`config.mk`:
```
export PLATFORM = sky130hd
export DESIGN_NAME = shift_controller_flat
export DESIGN_NICKNAME = d
export VERILOG_FILES = /design/src/rtl/shift_controller_pkg.sv /design/src/rtl/shift_controller_if.sv /design/src/rtl/shift_controller_step.sv /design/src/rtl/shift_controller.sv /design/src/flat_wrapper.sv
export SDC_FILE = /design/constraint.sdc
export NUM_CORES = 1
export LEC_CHECK = 0
export BUFFER_PORTS_ARGS = -buffer_cell sky130_fd_sc_hd__buf_2
export CAP_MARGIN = 30
export CORE_UTILIZATION = 50
export DETAILED_ROUTE_END_ITERATION = 7
export PLACE_DENSITY = 0.78
export SYNTH_ARGS = -nofsm -noshare
export SYNTH_HDL_FRONTEND = slang
export SYNTH_SLANG_ARGS = --single-unit
```
`constraint.sdc`:
```
create_clock -name clock -period 8.3 [get_ports clock]
set_clock_uncertainty 0.05 [all_clocks]
set_input_delay 1.66 -clock clock [delete_from_list [all_inputs] [get_ports clock]]
set_output_delay 1.66 -clock clock [all_outputs]
set_load 0.03 [all_outputs]
```
`src/rtl/shift_controller_pkg.sv`:
```
// Shared definitions for the iterative shift sequencer: op codes, FSM states, default widths.
package shift_controller_pkg;

    localparam int unsigned WIDTH_DEFAULT   = 32;
    localparam int unsigned SHAMT_W_DEFAULT = 5;

    localparam logic [1:0] OP_SLL = 2'b00;
    localparam logic [1:0] OP_SRL = 2'b01;
    localparam logic [1:0] OP_SRA = 2'b10;
    localparam logic [1:0] OP_RSV = 2'b11;

    typedef enum logic [1:0] {
        S_IDLE  = 2'b00,
        S_SHIFT = 2'b01,
        S_DONE  = 2'b10
    } state_e;

    // Bits needed to encode a per-cycle shift amount in 0..step.
    function automatic int unsigned amt_width(int unsigned step);
        return (step < 2) ? 1 : $clog2(step + 1);
    endfunction

endpackage

```
`src/rtl/shift_controller_if.sv`:
```
// Request/result bundle between the control unit (master) and the shift sequencer (slave).
interface shift_controller_if
    import shift_controller_pkg::*;
#(
    parameter int unsigned WIDTH   = WIDTH_DEFAULT,
    parameter int unsigned SHAMT_W = SHAMT_W_DEFAULT
) ();

    logic               start;
    logic [1:0]         op;
    logic [WIDTH-1:0]   entrada;
    logic [SHAMT_W-1:0] shamt;
    logic [WIDTH-1:0]   saida;
    logic               busy;
    logic               done;

    modport master (
        output start, op, entrada, shamt,
        input  saida, busy, done
    );

    modport slave (
        input  start, op, entrada, shamt,
        output saida, busy, done
    );

endinterface

```
`src/rtl/shift_controller_step.sv`:
```
// Combinational single shift stage: moves value by 0..STEP positions, sign-filling only for SRA.
module shift_step
    import shift_controller_pkg::*;
#(
    parameter int unsigned WIDTH = WIDTH_DEFAULT,
    parameter int unsigned AMT_W = 1
) (
    input  logic [WIDTH-1:0] value_i,
    input  logic [1:0]       op_i,
    input  logic [AMT_W-1:0] amount_i,
    input  logic             fill_i,
    output logic [WIDTH-1:0] value_o
);

    logic [WIDTH-1:0] right_zero;
    logic [WIDTH-1:0] vacated;

    always_comb begin
        right_zero = value_i >> amount_i;
        vacated    = ~({WIDTH{1'b1}} >> amount_i);
        unique case (op_i)
            OP_SLL:  value_o = value_i << amount_i;
            OP_SRL:  value_o = right_zero;
            OP_SRA:  value_o = right_zero | (fill_i ? vacated : '0);
            default: value_o = value_i;
        endcase
    end

endmodule

```
`src/rtl/shift_controller.sv`:
```
// Multi-cycle SLL/SRL/SRA sequencer: one narrow shift stage applied until the amount is used up.
module shift_controller
    import shift_controller_pkg::*;
#(
    parameter int unsigned WIDTH   = WIDTH_DEFAULT,
    parameter int unsigned SHAMT_W = SHAMT_W_DEFAULT,
    parameter int unsigned STEP    = 1
) (
    input logic               clock,
    input logic               reset,
    shift_controller_if.slave bus
);

    localparam int unsigned AMT_W = amt_width(STEP);

    state_e             state_q, state_d;
    logic [WIDTH-1:0]   work_q, work_d;
    logic [1:0]         op_q, op_d;
    logic [SHAMT_W-1:0] remaining_q, remaining_d;
    logic               sign_q, sign_d;
    logic [WIDTH-1:0]   saida_q, saida_d;

    logic [AMT_W-1:0]   step_amt;
    logic [SHAMT_W-1:0] remaining_after;
    logic [WIDTH-1:0]   step_out;

    shift_step #(
        .WIDTH(WIDTH),
        .AMT_W(AMT_W)
    ) u_step (
        .value_i (work_q),
        .op_i    (op_q),
        .amount_i(step_amt),
        .fill_i  (sign_q),
        .value_o (step_out)
    );

    always_comb begin
        if (remaining_q >= SHAMT_W'(STEP)) begin
            step_amt = AMT_W'(STEP);
        end else begin
            step_amt = AMT_W'(remaining_q);
        end
        remaining_after = remaining_q - SHAMT_W'(step_amt);
    end

    always_comb begin
        state_d     = state_q;
        work_d      = work_q;
        op_d        = op_q;
        remaining_d = remaining_q;
        sign_d      = sign_q;
        saida_d     = saida_q;

        unique case (state_q)
            S_IDLE: begin
                if (bus.start) begin
                    work_d      = bus.entrada;
                    op_d        = bus.op;
                    remaining_d = bus.shamt;
                    sign_d      = bus.entrada[WIDTH-1];
                    // Zero amount and the reserved op both complete as a pass-through.
                    if (bus.shamt == '0 || bus.op == OP_RSV) begin
                        saida_d = bus.entrada;
                        state_d = S_DONE;
                    end else begin
                        state_d = S_SHIFT;
                    end
                end
            end
            S_SHIFT: begin
                work_d      = step_out;
                remaining_d = remaining_after;
                if (remaining_after == '0) begin
                    saida_d = step_out;
                    state_d = S_DONE;
                end
            end
            S_DONE: begin
                state_d = S_IDLE;
            end
            default: begin
                state_d = S_IDLE;
            end
        endcase
    end

    always_ff @(posedge clock) begin
        if (reset) begin
            state_q     <= S_IDLE;
            work_q      <= '0;
            op_q        <= '0;
            remaining_q <= '0;
            sign_q      <= 1'b0;
            saida_q     <= '0;
        end else begin
            state_q     <= state_d;
            work_q      <= work_d;
            op_q        <= op_d;
            remaining_q <= remaining_d;
            sign_q      <= sign_d;
            saida_q     <= saida_d;
        end
    end

    assign bus.saida = saida_q;
    assign bus.busy  = (state_q != S_IDLE);
    assign bus.done  = (state_q == S_DONE);

endmodule

```
`src/flat_wrapper.sv`:
```
// flat-port wrapper written by rule: the top's interface ports become plain ports
module shift_controller_flat import shift_controller_pkg::*;
#(
    parameter int unsigned WIDTH   = WIDTH_DEFAULT,
    parameter int unsigned SHAMT_W = SHAMT_W_DEFAULT,
    parameter int unsigned STEP    = 1
)
  (clock, reset, bus_start, bus_op, bus_entrada, bus_shamt, bus_saida, bus_busy, bus_done);
  shift_controller_if #(.WIDTH(WIDTH), .SHAMT_W(SHAMT_W)) bus_i ();
  input logic clock;
  input logic reset;
  input wire logic [$bits(bus_i.start)-1:0] bus_start;
  input wire logic [$bits(bus_i.op)-1:0] bus_op;
  input wire logic [$bits(bus_i.entrada)-1:0] bus_entrada;
  input wire logic [$bits(bus_i.shamt)-1:0] bus_shamt;
  output wire logic [$bits(bus_i.saida)-1:0] bus_saida;
  output wire logic [$bits(bus_i.busy)-1:0] bus_busy;
  output wire logic [$bits(bus_i.done)-1:0] bus_done;
  assign bus_i.start = bus_start;
  assign bus_i.op = bus_op;
  assign bus_i.entrada = bus_entrada;
  assign bus_i.shamt = bus_shamt;
  assign bus_saida = bus_i.saida;
  assign bus_busy = bus_i.busy;
  assign bus_done = bus_i.done;
  shift_controller #(.WIDTH(WIDTH), .SHAMT_W(SHAMT_W), .STEP(STEP)) u_core (.clock(clock), .reset(reset), .bus(bus_i));
endmodule
```
==> flow_summary.toml <==
[die]
start_util_pct = 51.73
coreArea_sq_um = 7727
pin_count = 76
fp.dieH_um = 91.42
fp-row-count = 32
die_area_sq_um = 8357
die_w_um = 91.42

[global_routing]
grt_util_met3_pct = 4.858
global_route_usage_sum_pct = 26.41
grt_start_max_net_pins = 67
groute.layer.met2.usage_pct = 41.85
grt_antenna_before_repair = 0
met1_usage_pct = 35.95
gr-max-usage-layer = "met2"
vias_in_the_first_global_route = 3916
grt_pass1_wl_um = 18040
grt_remaining_overflow = 0

[clocking]
cts_resized = 0
cts_made_buffers = 9
hold_buffers = 0
clock_tree_from_tritoncts = "done"
cts.repair_timing.setup_buffer_count = 0
clockBufferDepth = 2
h-tree-depth = 3
clock-root-buffer = "clkbuf_8"
clkTransAtPathRegs_ps = 80
worstSkewPairLatency_ps = 350
cts_sinks = 74

[logic_synthesis]
yosys.cell_types.count = 59
synth.net_count = 543
synth_edf_count = 0
synth_top_cell_area_share_pct = 37.06
post-synth-top-area-cell = "dfxtp_1"
synth_sequential_area_ratio_pct = 37.06
synth.cell_area_sq_um = 3998
synthesis.yosys.warnings = 0
synthArstFlopShare_pct = 0
synthesis.instances = 499
average_cell_area_after_synthesis_sq_um = 8.011
ys_ff_latch = 74
post_synth_most_frequent_cells = "dfxtp_1, nand2_1, a31oi_1, nor2_1, clkbuf_1"
biggest_area_contributors_in_the_synthesized_netlist = "dfxtp_1, nand2_1, a31oi_1"
dominantRegCellSynth = "dfxtp_1"

[timing]
tns_ps = 0
tightestPinTransition_ps = 929.6
worst_rel_slew_slack_pct = 37.94
finalHoldViolations = 0
grt_setup_unrepaired = "false"
fmax_mhz = 283.4
setup-violations-final = 0
timing.final.crit_period_ps = 3529
final-max-slew-violation-count = 0
final_period_utilization_pct = 42.52

[layout]
post_layout_nonfiller_instances = 653
finish.net_count = 590
insertedDiodeCount = 0
synthToLayoutAreaGrowth_pct = 16.18
drive_above_1_share_pct = 20.87
n_fill_cell = 700

[setup_path]
critical_path_arrival_ps = 3740
crit_chain = "or4_4, nor2_1, nor2_1, ha_1, xnor2_1, a31o_2, and3_1, buf_8, nor2_1, a311oi_1"
worst_setup_path_start_kind = "flip-flop"
critPathKind = "reg2reg"
end_kind = "flip-flop"
timing.critical_path.mode_cell = "nor2_1"
slowest_stage = "or4_4"
critical_path_required_ps = 8510
cpPeakStageDelay_ps = 590
worstPathMaxFanout = 22

[power_and_ir_drop]
power_density_nw_per_um2 = 271.2
static-leakage-power_nw = 1.844
peakVddDrop_v = 0.0001785

[hold_path]
class_of_the_tightest_hold_or_removal_check = "reg2reg"

[routing]
initialDrtViolationCount = 459
post-route-drc-count = 0
drt-vias-per-instance = 6.490
number_of_iterations_in_the_first_detailed_routing_pass = 5
wl_per_cell_um = 16.50
remaining_number_of_nets_flagged_by_the_antenna_check_after_routing = 0
vias = 4238
totalWireLength_um = 10770

[placed_design]
gp_congestion = 0.8792
post-dp-hpwl_um = 6874
portBuffers = 75
numPlacedInstances = 637

[run]
cap_viol_max_count = 0

[run_status]
outcome = "finished, final reports clean"
state kept, by name (all words and copies together), names as in the netlist:
register            flops
u_core.bus.saida       32
u_core.op_q             2
u_core.remaining_q      5
u_core.sign_q           1
u_core.state_q          2
u_core.work_q          32
layout make-up:
type / instances / area (sq um) / area share (%)
repair buffers: 82 / 442.9 / 9.537
inverters: 9 / 33.78 / 0.7274
well taps: 102 / 127.6 / 2.748
multi-input cells: 370 / 2293 / 49.38
clock inverters: 6 / 137.6 / 2.963
clock buffers: 10 / 127.6 / 2.748
flip-flops and latches: 74 / 1481 / 31.90
worst paths after layout:
kind / startpoint / end / slack (ps) / cells after the start
worst max register to register: u_core.remaining_q[0] / u_core.bus.saida[23] / 4770 / 10
worst min register to register: u_core.sign_q / u_core.sign_q / 420 / 2
worst max-delay path: u_core.remaining_q[0] / u_core.bus.saida[23] / 4770 / 10
worst min-delay path: u_core.sign_q / u_core.sign_q / 420 / 2
layer usage:
layer | vias to the layer above | share of wire [%]
met5 | - | 0
met4 | 0 | 1.2
met3 | 14 | 7.8
met2 | 199 | 46
met1 | 2023 | 45
li1 | 2002 | -
per-stage QoR:
step / cell area [sq um] / utilization [%] / worst slack [ps] / hold WS [ps] / total power [mW]
2_1_floorplan: 3998 / - / 5043 / 386.3 / 0.7787
3_3_place_gp: 4349 / 56.28 / 4440 / 393.6 / 0.8670
3_5_place_dp: 4379 / 56.67 / 4501 / 404.3 / 0.8873
4_1_cts: 4644 / 60.10 / 4783 / 415.3 / 1.256
5_1_grt: 4644 / 60.10 / 4517 / 448.3 / 1.322
6_report: 4644 / 60.10 / 4771 / 417.1 / 1.260
placed cells by master (no fill, tap or decap), drive strengths merged, types with 3 or more instances in the layout:
master	n
a221oi	10
buf	82
nand3	21
o221ai	17
a211oi	4
bufinv	4
o21ai	28
nor3	4
o211ai	16
nor2	31
a21oi	26
nand2	75
dfxtp	74
a311oi	20
o21bai	16
a31oi	37
clkbuf	10
mux2i	9
o22ai	4
nor2b	3
or4	13
inv	10
critical path: cells and delay by family, from the launching register on:
kind / cells / cell delay (ps)
fa+ha+maj: 1 / 290
simple gates: 5 / 1690
buf+inv: 1 / 240
xor+xnor: 1 / 300
compound gates: 2 / 490
flops: 1 / 360
where the power goes:
group	internal, mW	switching [mW]	total (mW)
Combinational	0.140	0.275	0.415
Clock	0.232	0.140	0.372
Sequential	0.413	0.0596	0.473
logic make-up (layout without fill, tap and decap cells):
logic type / Yosys count / in the layout / share of synthesized area [%]
AO/OA/AOI/OAI: 195 / 195 / 34.68
AND/OR/NAND/NOR: 160 / 160 / 18.59
flip-flops: 74 / 74 / 37.06
buffers and inverters: 55 / 107 / 5.790
multiplexers: 11 / 11 / 2.817
adder cells (fa/ha/maj): 2 / 2 / 0.6259
XOR/XNOR: 2 / 2 / 0.4383
(Power assumes the default switching activity.)
